===== config.mk =====
export PLATFORM = sky130hd
export DESIGN_NAME = rv32i_timer_flat
export DESIGN_NICKNAME = d
export VERILOG_FILES = /design/src/rtl/rv32i_timer_if.sv /design/src/rtl/rv32i_timer.sv /design/src/flat_wrapper.sv
export SDC_FILE = /design/constraint.sdc
export NUM_CORES = 1
export LEC_CHECK = 0
export ABC_AREA = 0
export ABC_CLOCK_PERIOD_IN_PS = 4350
export BUFFER_PORTS_ARGS = -buffer_cell sky130_fd_sc_hd__buf_4
export CORE_UTILIZATION = 55
export DETAILED_ROUTE_END_ITERATION = 7
export GPL_TIMING_DRIVEN = 0
export PLACE_DENSITY = 0.77
export RECOVER_POWER = 25
export SLEW_MARGIN = 20
export SYNTH_ARGS = -nofsm -noshare
export SYNTH_HDL_FRONTEND = slang
export SYNTH_SLANG_ARGS = --single-unit
export TNS_END_PERCENT = 100

===== constraint.sdc =====
create_clock -name clk_i -period 4.35 [get_ports clk_i]
set_clock_uncertainty 0.15 [all_clocks]
set_input_delay 0.435 -clock clk_i [delete_from_list [all_inputs] [get_ports clk_i]]
set_output_delay 0.435 -clock clk_i [all_outputs]
set_load 0.03 [all_outputs]

===== src/rtl/rv32i_timer_if.sv =====
// ---------------------------------------------------------------------------
// rv32i_timer_if
// Request/acknowledge bus between an initiator (master) and the timer (slave).
//   read_i            : read request, held by the master until ack_o
//   write_i           : write request, held by the master until ack_o
//   addr_i            : byte address of the access
//   data_i            : write data
//   data_o            : read data, meaningful only while ack_o=1
//   ack_o             : one-cycle completion strobe
//   illegal_access_o  : error flag, meaningful only while ack_o=1
// Signal names are taken from the slave's point of view.
// ---------------------------------------------------------------------------
interface rv32i_timer_if #(
    parameter int unsigned XLEN = 32
);
    logic            read_i;
    logic            write_i;
    logic [XLEN-1:0] addr_i;
    logic [XLEN-1:0] data_i;
    logic [XLEN-1:0] data_o;
    logic            ack_o;
    logic            illegal_access_o;

    modport master (
        output read_i,
        output write_i,
        output addr_i,
        output data_i,
        input  data_o,
        input  ack_o,
        input  illegal_access_o
    );

    modport slave (
        input  read_i,
        input  write_i,
        input  addr_i,
        input  data_i,
        output data_o,
        output ack_o,
        output illegal_access_o
    );
endinterface


===== src/rtl/rv32i_timer.sv =====
// ---------------------------------------------------------------------------
// rv32i_timer
// RISC-V style machine timer: 64-bit mtime advanced by a programmable
// prescaler, 64-bit mtimecmp, level interrupt when mtime >= mtimecmp.
// Ports:
//   clk_i    : clock, all state changes on the rising edge
//   rst_n_i  : synchronous active-low reset
//   bus      : rv32i_timer_if slave port (read/write request, ack, data)
//   irq_o    : registered timer interrupt, level
// Register map (byte offset from BASE_ADDR):
//   0x00 MTIME_LO  0x04 MTIME_HI  0x08 MTIMECMP_LO  0x0C MTIMECMP_HI
//   0x10 PRESCALE  0x14 CTRL (bit0 EN, bit1 IRQ_EN)
// Each request is answered by one ack cycle, so requests held continuously
// complete at most every second cycle.
// ---------------------------------------------------------------------------
module rv32i_timer #(
    parameter int unsigned     XLEN      = 32,
    parameter logic [XLEN-1:0] BASE_ADDR = 32'h0000_0000,
    parameter int unsigned     WINDOW    = 32
) (
    input  logic          clk_i,
    input  logic          rst_n_i,
    rv32i_timer_if.slave  bus,
    output logic          irq_o
);

    localparam logic [XLEN-1:0] WINDOW_END = XLEN'(WINDOW);
    // Offsets 0x18 and above hold no register even when the window is larger.
    localparam logic [XLEN-1:0] REG_END    = XLEN'(32'h0000_0018);

    localparam logic [2:0] IDX_MTIME_LO = 3'd0;
    localparam logic [2:0] IDX_MTIME_HI = 3'd1;
    localparam logic [2:0] IDX_CMP_LO   = 3'd2;
    localparam logic [2:0] IDX_CMP_HI   = 3'd3;
    localparam logic [2:0] IDX_PRESCALE = 3'd4;
    localparam logic [2:0] IDX_CTRL     = 3'd5;

    typedef enum logic [0:0] {
        S_IDLE = 1'b0,
        S_RESP = 1'b1
    } state_t;

    state_t          state_r;
    logic            ack_r;
    logic            illegal_r;
    logic [XLEN-1:0] data_r;
    logic            irq_r;
    logic [63:0]     mtime_r;
    logic [31:0]     shadow_r;
    logic [63:0]     mtimecmp_r;
    logic [31:0]     prescale_r;
    logic            ctrl_en_r;
    logic            ctrl_irq_en_r;
    logic [31:0]     pcnt_r;

    logic [XLEN-1:0] offset_s;
    logic [2:0]      reg_idx_s;
    logic            req_s;
    logic            legal_s;
    logic            rd_s;
    logic            wr_s;
    logic [31:0]     wdata_s;
    logic            wr_mtime_lo_s;
    logic            wr_mtime_hi_s;
    logic            wr_cmp_lo_s;
    logic            wr_cmp_hi_s;
    logic            wr_prescale_s;
    logic            wr_ctrl_s;
    logic            tick_s;
    logic [31:0]     pcnt_next_s;
    logic [63:0]     mtime_next_s;
    logic [63:0]     mtimecmp_next_s;
    logic [31:0]     shadow_next_s;
    logic [31:0]     prescale_next_s;
    logic            ctrl_en_next_s;
    logic            ctrl_irq_en_next_s;
    logic            irq_next_s;
    logic [XLEN-1:0] rdata_s;

    // Register read multiplexer; unmapped indices and CTRL spare bits read 0.
    function automatic logic [31:0] read_mux(
        input logic [2:0]  idx,
        input logic [63:0] mtime,
        input logic [31:0] shadow,
        input logic [63:0] cmp,
        input logic [31:0] pre,
        input logic        en,
        input logic        irq_en
    );
        logic [31:0] r;
        r = 32'h0000_0000;
        case (idx)
            IDX_MTIME_LO: r = mtime[31:0];
            IDX_MTIME_HI: r = shadow;
            IDX_CMP_LO:   r = cmp[31:0];
            IDX_CMP_HI:   r = cmp[63:32];
            IDX_PRESCALE: r = pre;
            IDX_CTRL:     r = {30'h0000_0000, irq_en, en};
            default:      r = 32'h0000_0000;
        endcase
        return r;
    endfunction

    // Address decode, legality check and per-register write strobes.
    always_comb begin
        offset_s  = bus.addr_i - BASE_ADDR;
        reg_idx_s = offset_s[4:2];
        wdata_s   = bus.data_i[31:0];
        req_s     = (state_r == S_IDLE) && (bus.read_i || bus.write_i);
        // The window test is done on the offset so BASE_ADDR+WINDOW can never overflow.
        legal_s   = !(bus.read_i && bus.write_i)
                    && (bus.addr_i[1:0] == 2'b00)
                    && (bus.addr_i >= BASE_ADDR)
                    && (offset_s < WINDOW_END)
                    && (offset_s < REG_END);
        rd_s          = req_s && bus.read_i && legal_s;
        wr_s          = req_s && bus.write_i && legal_s;
        wr_mtime_lo_s = wr_s && (reg_idx_s == IDX_MTIME_LO);
        wr_mtime_hi_s = wr_s && (reg_idx_s == IDX_MTIME_HI);
        wr_cmp_lo_s   = wr_s && (reg_idx_s == IDX_CMP_LO);
        wr_cmp_hi_s   = wr_s && (reg_idx_s == IDX_CMP_HI);
        wr_prescale_s = wr_s && (reg_idx_s == IDX_PRESCALE);
        wr_ctrl_s     = wr_s && (reg_idx_s == IDX_CTRL);
        rdata_s       = XLEN'(read_mux(reg_idx_s, mtime_r, shadow_r, mtimecmp_r,
                                       prescale_r, ctrl_en_r, ctrl_irq_en_r));
    end

    // Next-state values of the timer registers, including write side effects.
    always_comb begin
        tick_s = ctrl_en_r && (pcnt_r == prescale_r);

        // Reprogramming the prescaler or control restarts the tick phase.
        if (wr_prescale_s || wr_ctrl_s) begin
            pcnt_next_s = 32'h0000_0000;
        end else if (tick_s) begin
            pcnt_next_s = 32'h0000_0000;
        end else if (ctrl_en_r) begin
            pcnt_next_s = pcnt_r + 32'd1;
        end else begin
            pcnt_next_s = pcnt_r;
        end

        // A software write to either half wins over a coincident tick.
        if (wr_mtime_lo_s) begin
            mtime_next_s = {mtime_r[63:32], wdata_s};
        end else if (wr_mtime_hi_s) begin
            mtime_next_s = {wdata_s, mtime_r[31:0]};
        end else if (tick_s) begin
            mtime_next_s = mtime_r + 64'd1;
        end else begin
            mtime_next_s = mtime_r;
        end

        mtimecmp_next_s = mtimecmp_r;
        if (wr_cmp_lo_s) begin
            mtimecmp_next_s[31:0] = wdata_s;
        end else if (wr_cmp_hi_s) begin
            mtimecmp_next_s[63:32] = wdata_s;
        end else begin
            mtimecmp_next_s = mtimecmp_r;
        end

        // Reading LO freezes the upper half so a following HI read is coherent.
        if (rd_s && (reg_idx_s == IDX_MTIME_LO)) begin
            shadow_next_s = mtime_r[63:32];
        end else if (wr_mtime_hi_s) begin
            shadow_next_s = wdata_s;
        end else begin
            shadow_next_s = shadow_r;
        end

        prescale_next_s = wr_prescale_s ? wdata_s : prescale_r;

        if (wr_ctrl_s) begin
            ctrl_en_next_s     = wdata_s[0];
            ctrl_irq_en_next_s = wdata_s[1];
        end else begin
            ctrl_en_next_s     = ctrl_en_r;
            ctrl_irq_en_next_s = ctrl_irq_en_r;
        end

        // Compare on the values being loaded this edge so irq_o tracks writes immediately.
        irq_next_s = ctrl_irq_en_next_s && (mtime_next_s >= mtimecmp_next_s);
    end

    // Handshake FSM, registered bus outputs and timer state.
    always_ff @(posedge clk_i) begin
        if (!rst_n_i) begin
            state_r       <= S_IDLE;
            ack_r         <= 1'b0;
            illegal_r     <= 1'b0;
            data_r        <= {XLEN{1'b0}};
            irq_r         <= 1'b0;
            mtime_r       <= 64'h0000_0000_0000_0000;
            shadow_r      <= 32'h0000_0000;
            mtimecmp_r    <= 64'hFFFF_FFFF_FFFF_FFFF;
            prescale_r    <= 32'h0000_0000;
            ctrl_en_r     <= 1'b0;
            ctrl_irq_en_r <= 1'b0;
            pcnt_r        <= 32'h0000_0000;
        end else begin
            pcnt_r        <= pcnt_next_s;
            mtime_r       <= mtime_next_s;
            mtimecmp_r    <= mtimecmp_next_s;
            shadow_r      <= shadow_next_s;
            prescale_r    <= prescale_next_s;
            ctrl_en_r     <= ctrl_en_next_s;
            ctrl_irq_en_r <= ctrl_irq_en_next_s;
            irq_r         <= irq_next_s;
            case (state_r)
                S_IDLE: begin
                    if (req_s) begin
                        state_r   <= S_RESP;
                        ack_r     <= 1'b1;
                        illegal_r <= !legal_s;
                        data_r    <= rd_s ? rdata_s : {XLEN{1'b0}};
                    end else begin
                        state_r   <= S_IDLE;
                        ack_r     <= 1'b0;
                        illegal_r <= 1'b0;
                        data_r    <= {XLEN{1'b0}};
                    end
                end
                S_RESP: begin
                    state_r   <= S_IDLE;
                    ack_r     <= 1'b0;
                    illegal_r <= 1'b0;
                    data_r    <= {XLEN{1'b0}};
                end
                default: begin
                    state_r   <= S_IDLE;
                    ack_r     <= 1'b0;
                    illegal_r <= 1'b0;
                    data_r    <= {XLEN{1'b0}};
                end
            endcase
        end
    end

    // Reset asserted during the response cycle withdraws that ack at once.
    assign bus.ack_o            = ack_r & rst_n_i;
    assign bus.illegal_access_o = illegal_r;
    assign bus.data_o           = data_r;
    assign irq_o                = irq_r;

endmodule

===== src/flat_wrapper.sv =====
// flat-port wrapper written by rule: the top's interface ports become plain ports
module rv32i_timer_flat 
#(
    parameter int unsigned     XLEN      = 32,
    parameter logic [XLEN-1:0] BASE_ADDR = 32'h0000_0000,
    parameter int unsigned     WINDOW    = 32
)
  (clk_i, rst_n_i, irq_o, bus_read_i, bus_write_i, bus_addr_i, bus_data_i, bus_data_o, bus_ack_o, bus_illegal_access_o);
  rv32i_timer_if #(.XLEN(XLEN)) bus_i ();
  input  logic clk_i;
  input  logic rst_n_i;
  output logic irq_o;
  input wire logic [$bits(bus_i.read_i)-1:0] bus_read_i;
  input wire logic [$bits(bus_i.write_i)-1:0] bus_write_i;
  input wire logic [$bits(bus_i.addr_i)-1:0] bus_addr_i;
  input wire logic [$bits(bus_i.data_i)-1:0] bus_data_i;
  output wire logic [$bits(bus_i.data_o)-1:0] bus_data_o;
  output wire logic [$bits(bus_i.ack_o)-1:0] bus_ack_o;
  output wire logic [$bits(bus_i.illegal_access_o)-1:0] bus_illegal_access_o;
  assign bus_i.read_i = bus_read_i;
  assign bus_i.write_i = bus_write_i;
  assign bus_i.addr_i = bus_addr_i;
  assign bus_i.data_i = bus_data_i;
  assign bus_data_o = bus_i.data_o;
  assign bus_ack_o = bus_i.ack_o;
  assign bus_illegal_access_o = bus_i.illegal_access_o;
  rv32i_timer #(.XLEN(XLEN), .BASE_ADDR(BASE_ADDR), .WINDOW(WINDOW)) u_core (.clk_i(clk_i), .rst_n_i(rst_n_i), .bus(bus_i), .irq_o(irq_o));
endmodule

After elaboration in Yosys (flattened, before gate mapping)
Cells that the tools add are included.
- bits in registers: 261
- output and inout port bits: 35
- logic and storage cells: 70
- $add $sub $neg: 2
- magnitude comparators: 4
- equal/unequal tests: 6
- multiplexer cells: 17
- bitwise operators: 3
- reduce and logical (&&, ||, !) cells: 27
- operator list (kind ; count):
    $mux 32 ; 7
    $mux 64 ; 3
    $pmux 32 s6 ; 1
    $add 64x1->64 const B ; 1
    $ge 64x64->1 ; 1
    $pmux 32 s2 ; 1
    $add 32x1->32 const B ; 1
    $eq 32x32->1 ; 1
    $ge 32x1->1 const B ; 1
    $lt 32x5->1 const B ; 1
    $lt 32x6->1 const B ; 1
    $logic_and 1x1->1 ; 19
    $eq 3x2->1 const B ; 2
    $eq 3x3->1 const B ; 2
    $pmux 1 s2 ; 2
    $eq 3x1->1 const B ; 1
    $logic_not 3->1 ; 1
    $mux 1 ; 3
    $reduce_or 3->1 ; 1
    $logic_not 1->1 ; 2
    $logic_not 2->1 ; 1
    $logic_or 1x1->1 ; 2
    $not 1->1 ; 2
    $reduce_bool 2->1 ; 1
    $and 1x1->1 ; 1

Logic depth before layout (Yosys ltp)
Gate-level depths: netlist of the first run.
- depth after elaboration: 12
- gate-level depth with buffers: 19
- mapped depth without buffers: 15

Worst setup path after synthesis of the first run
Ideal clock, no wire load.
- kind: input -> register
- from: input bus_write_i
- to: register u_core.irq_r, in the netlist u_core.irq_o
- library setup time: 0.133 ns
- arrival time: 4.025 ns
- data required time: 4.067 ns
- setup slack: 0.043 ns
- stages on the path: 19
- path buffers: 4
- cell sequence: clkbuf_1 a211o_1 a21o_1 nor4_2 and3_1 clkbuf_1 buf_2 buf_2 a21oi_1 o21ai_0 nand2_1 ha_1 a2111oi_0 o21ai_0 a211oi_1 o221ai_1 a31o_2 a31oi_1 nor3b_1
- longest elaborated chain between the ends: 12
- ends and longest elaborated chain (item ; line ; text):
    start: declaration ; flat_wrapper.sv:14 ; input wire logic [$bits(bus_i.write_i)-1:0] bus_write_i;
    $logic_and 1x1->1 ; rv32i_timer.sv:111 ; legal_s = !(bus.read_i && bus.write_i)
    $logic_not 1->1 ; rv32i_timer.sv:111 ;
    $logic_and 1x1->1 ; rv32i_timer.sv:112 ; && (bus.addr_i[1:0] == 2'b00)
    $logic_and 1x1->1 ; rv32i_timer.sv:113 ; && (bus.addr_i >= BASE_ADDR)
    $logic_and 1x1->1 ; rv32i_timer.sv:114 ; && (offset_s < WINDOW_END)
    $logic_and 1x1->1 ; rv32i_timer.sv:115 ; && (offset_s < REG_END);
    $logic_and 1x1->1 (*) ; rv32i_timer.sv:117 ; wr_s = req_s && bus.write_i && legal_s;
    $logic_and 1x1->1 ; rv32i_timer.sv:119 ; wr_mtime_hi_s = wr_s && (reg_idx_s == IDX_MTIME_HI);
    $mux 64 ; rv32i_timer.sv:146 ; end else if (wr_mtime_hi_s) begin
    $mux 64 (*) ; rv32i_timer.sv:144 ; if (wr_mtime_lo_s) begin
    named net u_core.mtime_next_s[39] ; rv32i_timer.sv:71 ; logic [63:0] mtime_next_s;
    $ge 64x64->1 (*) ; rv32i_timer.sv:183 ; irq_next_s = ctrl_irq_en_next_s && (mtime_next_s >= mtimecmp_next_s);
    $logic_and 1x1->1 (*) ; rv32i_timer.sv:183 ;
    end signal: assignment ; rv32i_timer.sv:209 ; irq_r <= irq_next_s;
    end: declaration ; rv32i_timer.sv:47 ; logic irq_r;
Mark *: on every way through the listed nets, which the timed path passes. The rest lies on a longest branch.
A chain may end at the register's enable or synchronous reset.

Final worst setup path of the first run
- from: register u_core.prescale_r[7]
- to: register u_core.irq_r, in the netlist u_core.irq_o
- longest elaborated chain between the ends: 7
- ends and longest elaborated chain (item ; line ; text):
    start: declaration ; rv32i_timer.sv:51 ; logic [31:0] prescale_r;
    start signal: assignment ; rv32i_timer.sv:206 ; prescale_r <= prescale_next_s;
    $eq 32x32->1 ; rv32i_timer.sv:130 ; tick_s = ctrl_en_r && (pcnt_r == prescale_r);
    $logic_and 1x1->1 ; rv32i_timer.sv:130 ;
    $mux 64 ; rv32i_timer.sv:148 ; end else if (tick_s) begin
    $mux 64 ; rv32i_timer.sv:146 ;
    $mux 64 ; rv32i_timer.sv:144 ;
    named net u_core.mtime_next_s[39] ; rv32i_timer.sv:71 ;
    $ge 64x64->1 ; rv32i_timer.sv:183 ;
    $logic_and 1x1->1 ; rv32i_timer.sv:183 ;
The timed path passes the listed nets, and every way through them passes these cells.

==> impl_metrics.ini, run 1 <==
[placed_design]
place_hpwl_mm = 43.0
dp_cells = 2143
gp_congestion = 1.03
placed_cell_area_sq_um = 15500
placement.io_buffers = 100

[critical_path]
crit_cells = 17
reg2reg_depth = 17
cpMaxStageDelayCell = a2111oi_4
cp_cell_sequence = xnor2_2, nand4_1, nor4_4, buf_4, buf_4, and4_4, a21oi_1, o21ai_1, nand2_1, ha_1, a2111oi_4, o21ai_1, a211oi_2, o221ai_4, buf_6, a2111oi_4, nor3b_2
start_kind = flip-flop
slowest_delay_ps = 420
end_kind = flip-flop
arrival_ps = 4870
crit_buf_inv = 3
crit_type = reg -> reg
path_delay_family = compound AO/OA/AOI/OAI gates
crit_fanout = 10
cp.required_ps = 4630

[global_routing]
grt-ovfl-total = 0
grt_usage = 0.426
grt_start_max_net_pins = 15
antenna_found_initial = 3
grt_pass1_vias = 13900
grt_pass1_wl_mm = 84.1

[sta]
max_freq_mhz = 218
worst_slack_ps = -242
finalCriticalPeriod_ps = 4590
hold_viol_final = 0
slew_headroom = 0.309
rsz0062_at_grt = true
worst_slew_pin_slew_ps = 1040
setup_violations = 1
fin_crit_sh = 1.06
drv_slew = 0

[pwr]
leakage_uw = 0.00691
power.density_nw_per_um2 = 313
peakVddDrop_mv = 0.362

[finish]
drive_gt1_frac = 0.174
syn2layout_area_growth_pct = 22.1
fin_area_sq_um = 17500
nNetsFinal = 2026
antennaDiodeCount = 0
final_cells = 2245

[drt]
drc = 0
ant_nets = 0
wl_met1_mm = 21.7
drtIter0Drc = 2001
routed_wl_mm = 57.7
post_drt_via_cell_ratio = 6.60
wl_met3_mm = 7.07
drt_first_pass_iters = 7
routed-via-count = 14800
highest_layer = met5
post_drt_wl_per_cell_microns = 25.7
met2WireLength_mm = 25.7

[clock_network]
cts_buffer_depth = 3
cts_tree = built
insertion_delay_ps = 580
clockRootBuffer = clkbuf_16
ctsHoldBuffers = 0
clk_pin_slew_ps = 70
clock_sinks = 261
numCtsBuffers = 29
htreeDepth = 1

[die]
die_w_microns = 163
die_y_microns = 163
core_sq_um = 25300
die-area_sq_um = 26700
num_io_pins = 103
start_util = 0.565
rows = 58

[synth]
syn_area_per_cell_sq_um = 8.36
yosysWarnings = 0
synth_edf_count = 0
ys.flop_type = dfxtp_1
postSynthCellCount = 1713
ys_types = 75
synthArstFlopShare = 0
syn_area_sq_um = 14300
synth_nets = 1847
synth-seq-area-share = 0.365
ys_ff_latch = 261

[job]
maxCapViolCount = 0

[run_status]
outcome = finished, violations left
failed_checks = setup timing

[min_path]
hp-class = in -> reg
hold_depth = 3
## power breakdown
part	internal, uW	total [uW]	switching (uW)
clock network	1700	2780	1080
logic	96.0	291	195
registers	2390	2390	6.23
total	4180	5460	1280
## through the flow
stage	worst slack, ps	TNS, ps	hold slack [ps]	util	power, uW
6_report	-242	-242	17.6	0.690	5460
3_5_place_dp	-1700	-1700	297	0.611	2730
5_1_grt	-296	-296	30.7	0.690	5560
4_1_cts	-16.8	-16.8	22.2	0.684	5430
2_1_floorplan	42.7	0	283	-	2570
3_3_place_gp	-1700	-1700	291	0.611	2720
## logic make-up (layout without fill, tap and decap cells)
logic type,Yosys count,after routing,share of synthesized area
flip-flops,261,261,0.365
multiplexers,107,107,0.0850
AO/OA/AOI/OAI,376,376,0.171
XOR/XNOR,94,94,0.0575
adder cells (fa/ha/maj),66,66,0.0577
AND/OR/NAND/NOR,679,679,0.228
buffers and inverters,130,332,0.0357
## worst register-to-register path, stage by stage, from the launching register on
cell and delay [ps]:
dfxtp_1 350, xnor2_2 340, nand4_1 200, nor4_4 370, buf_4 170, buf_4 110, and4_4 330, a21oi_1 100
o21ai_1 210, nand2_1 120, ha_1 380, a2111oi_4 420, o21ai_1 170, a211oi_2 290, o221ai_4 160, buf_6 170
a2111oi_4 320, nor3b_2 90
## cell type report
class                   instances  area [sq um]
plain buffers                 111           497
inverters                      13          48.8
multi-input cells            1322          9140
fillers                      2118          7850
clock inverters                16           246
well taps                     330           413
clock buffers                  38           830
flip-flops and latches        261          5270
repair buffers                154          1040
## registers in the layout, indices dropped and copies added (netlist names)
register and cells:
u_core.irq_o 1, u_core.mtimecmp_r 64, u_core.prescale_r 32, u_core.bus.data_o 32, u_core.bus.illegal_access_o 1, u_core.mtime_r 64, u_core.shadow_r 32, u_core.ctrl_irq_en_r 1
u_core.state_r 1, u_core.ctrl_en_r 1, u_core.pcnt_r 32
## placed cells by master, fill, tap and decap left out, types with 12 or more instances in the layout
cell type  count
nand4_1       47
nor2b_1       14
xnor2_1       53
nor4_1        31
a22oi_1       30
xor2_1        29
nor2_1       152
a222oi_1      19
o21ai_0       36
clkbuf_1     119
buf_4        120
a211oi_1      34
nor3_1        24
and3_1        19
a21oi_1      142
clkbuf_16     29
a31oi_1       13
nand2_1      263
nand3_1       38
dfxtp_1      244
ha_1          64
mux2i_1       89
inv_1         12
## what timing repair did
| action | CTS | global route |
|---|---|---|
| pin swaps | 38 | 25 |
| buffers inserted | 42 | 16 |
| setup endpoints to repair | 1 | 2 |
| resized for setup | 119 | 62 |
## routing by layer
metal | vias up | global-route usage
met3 | 208 | 0.0995
met4 | 4 | 0.210
met1 | 6981 | 0.534
li1 | 6617 | -
met5 | - | 0
met2 | 1006 | 0.686
## worst paths after layout
kind | slack (ps) | endpoint | from
setup reg to reg | -240 | u_core.irq_o | u_core.prescale_r[7]
hold reg to reg | 310 | u_core.shadow_r[16] | u_core.shadow_r[16]
hold / removal | 20 | u_core.prescale_r[31] | bus_data_i[31]
setup / recovery | -240 | u_core.irq_o | u_core.prescale_r[7]
## Yosys cell counts (10+ instances only)
library cell  count  area share
ha_1             66       0.058
and3_1           21      0.0092
inv_1            12      0.0031
a211oi_1         39       0.020
a22oi_1          30       0.016
o21ai_0          46       0.016
xor2_1           30       0.018
buf_1            10      0.0026
clkbuf_1         94       0.025
xnor2_1          64       0.039
mux4_2           11       0.017
mux2i_1          89       0.062
nor4_1           45       0.020
a21oi_1         149       0.052
nand3_1          43       0.015
nor2b_1          14      0.0061
nand4_1          47       0.021
dfxtp_1         261        0.36
a31oi_1          14      0.0061
nor3_1           27      0.0094
buf_2            12      0.0042
nor2_1          157       0.041
and4_1           10      0.0061
nand2_1         263       0.069
a222oi_1         19       0.013
Note: power is estimated with default switching activity, not from simulation.
==> run 2: changes to the inputs <==
--- a/config.mk
+++ b/config.mk
@@ -11,7 +11,7 @@
 export CORE_UTILIZATION = 55
 export DETAILED_ROUTE_END_ITERATION = 7
 export GPL_TIMING_DRIVEN = 0
-export PLACE_DENSITY = 0.77
+export PLACE_DENSITY_LB_ADDON = 0.08
 export RECOVER_POWER = 25
 export SLEW_MARGIN = 20
 export SYNTH_ARGS = -nofsm -noshare
==> run 2 against run 1 <==
The flow still finishes with violations (setup timing). Sequential power barely moved. Via count fell by 0.52%. Non-clock buffer count fell by 6. Die area unchanged. Critical path depth up 1. Sequential share of layout area up 0.37 points. Design area decreased by 1.0%. Worst setup slack improved by 120 ps. Power shrank 3.7%. Critical path type unchanged. Largest cell class unchanged.
==> impl_metrics.ini, run 2 (synthesis gave the netlist of run 1 again) <==
[finish]
multi_input_area_sq_um = 9060
final_cell_mix = nand2_1 (261), dfxtp_1 (238), nor2_1 (152), a21oi_1 (146)
post-route-util = 0.683
regArea_sq_um = 5280
layout_commonest_cell = nand2_1
nNetsFinal = 2020
drive_gt1_frac = 0.168
top_regs = u_core.mtime_r x64, u_core.mtimecmp_r x64
syn2layout_area_growth_pct = 20.8
nFillCells = 2129
fin_area_sq_um = 17300

[run_status]
outcome = finished, violations left
failed_checks = setup timing

[sta]
hold_ws_ps = 35.6
fin_crit_sh = 1.03
max_freq_mhz = 224
rsz0062_at_grt = true
worst_slack_ps = -124
worst_slew_pin_slew_ps = 1070
slew_headroom = 0.287
setup_violations = 1
drv_slew = 0
hold_viol_final = 0
finalCriticalPeriod_ps = 4470

[clock_network]
htreeDepth = 1
clk_pin_slew_ps = 60
numCtsBuffers = 29
cts_tree = built
clock_sinks = 261
clockRootBuffer = clkbuf_16
insertion_delay_ps = 560
ctsHoldBuffers = 0
cts_buffer_depth = 3

[min_path]
hp-class = in -> reg

[placed_design]
dp_slack_ps = -1900
placement.io_buffers = 100
gp_congestion = 1.04
place_hpwl_mm = 42.2
placed_cell_area_sq_um = 15500

[drt]
drtIter0Drc = 1961
ant_nets = 0
routed-via-count = 14700
drt_first_pass_iters = 6
drc = 0
routed_wl_mm = 56.7
post_drt_via_cell_ratio = 6.59
post_drt_wl_per_cell_microns = 25.4

[global_routing]
grt-ovfl-total = 0
grt_pass1_vias = 13900
grt_pass1_wl_mm = 83.5
grt_usage = 0.421
antenna_found_initial = 0
grt_start_max_net_pins = 14

[critical_path]
arrival_ps = 4750
end_kind = flip-flop
cp.required_ps = 4620
crit_type = reg -> reg
crit_fanout = 5
start_kind = flip-flop

[pwr]
power.density_nw_per_um2 = 304
peakVddDrop_mv = 0.310
leakage_uw = 0.00685

[die]
die_w_microns = 163
num_io_pins = 103
die_y_microns = 163
core_sq_um = 25300
start_util = 0.565
die-area_sq_um = 26700
rows = 58

[job]
maxCapViolCount = 0
-- run 2: through the flow --
stage	setup TNS, ps	cells	power (uW)
finish	-124	2235	5260
global placement	-1850	2143	2730
detailed placement	-1900	2143	2730
global route	-220	2234	5350
CTS	-20.2	2233	5250
floorplan	0	1713	2570
-- run 2: final timing paths --
| kind | cells after the start | slack (ps) | start | endpoint |
|---|---|---|---|---|
| worst max-delay path | 18 | -120 | u_core.pcnt_r[21] | u_core.irq_o |
| worst min-delay path | 3 | 40 | bus_data_i[7] | u_core.prescale_r[7] |
| worst max register to register | 18 | -120 | u_core.pcnt_r[21] | u_core.irq_o |
| worst min register to register | 2 | 310 | u_core.shadow_r[25] | u_core.shadow_r[25] |
-- run 2: per-layer routing --
metal  track usage  vias to the layer above  part of all wire
li1              -                     6606                 -
met1         0.553                     6884              0.39
met2         0.641                     1013              0.43
met3        0.0950                      236              0.13
met4         0.220                        0             0.057
met5             0                        -                 0
-- run 2: what timing repair did --
action	in CTS	in global routing
buffers inserted	47	1
pin swaps	46	10
gates resized for setup	139	31
setup endpoints to repair	1	1
-- run 2: layout make-up --
cell class | count | share of cell area
tap | 330 | 0.0239
multi-input combinational | 1322 | 0.524
timing repair buffer | 148 | 0.0577
clock inverter | 9 | 0.00853
inverter | 13 | 0.00282
antenna | 1 | 0.000145
clock buffer | 40 | 0.0484
sequential | 261 | 0.305
buffer | 111 | 0.0296
-- run 2: power breakdown --
group	switching, uW	internal (uW)	total (uW)
registers	6.34	2390	2390
clock network	1010	1560	2580
logic	194	96.0	290
total	1210	4050	5260
-- run 2: worst max-delay path, stage by stage (launching register included) --
cell	delay [ps]
dfxtp_1	360
xnor2_1	290
nand4_1	200
nor4_4	390
buf_4	200
nand4_1	100
buf_6	160
buf_4	160
or4_4	510
o21ai_2	90
a21oi_2	90
ha_1	320
a211oi_2	190
nor2_1	70
nor3_1	190
o21ai_1	110
a211o_1	370
a2111oi_4	310
nor3b_2	90
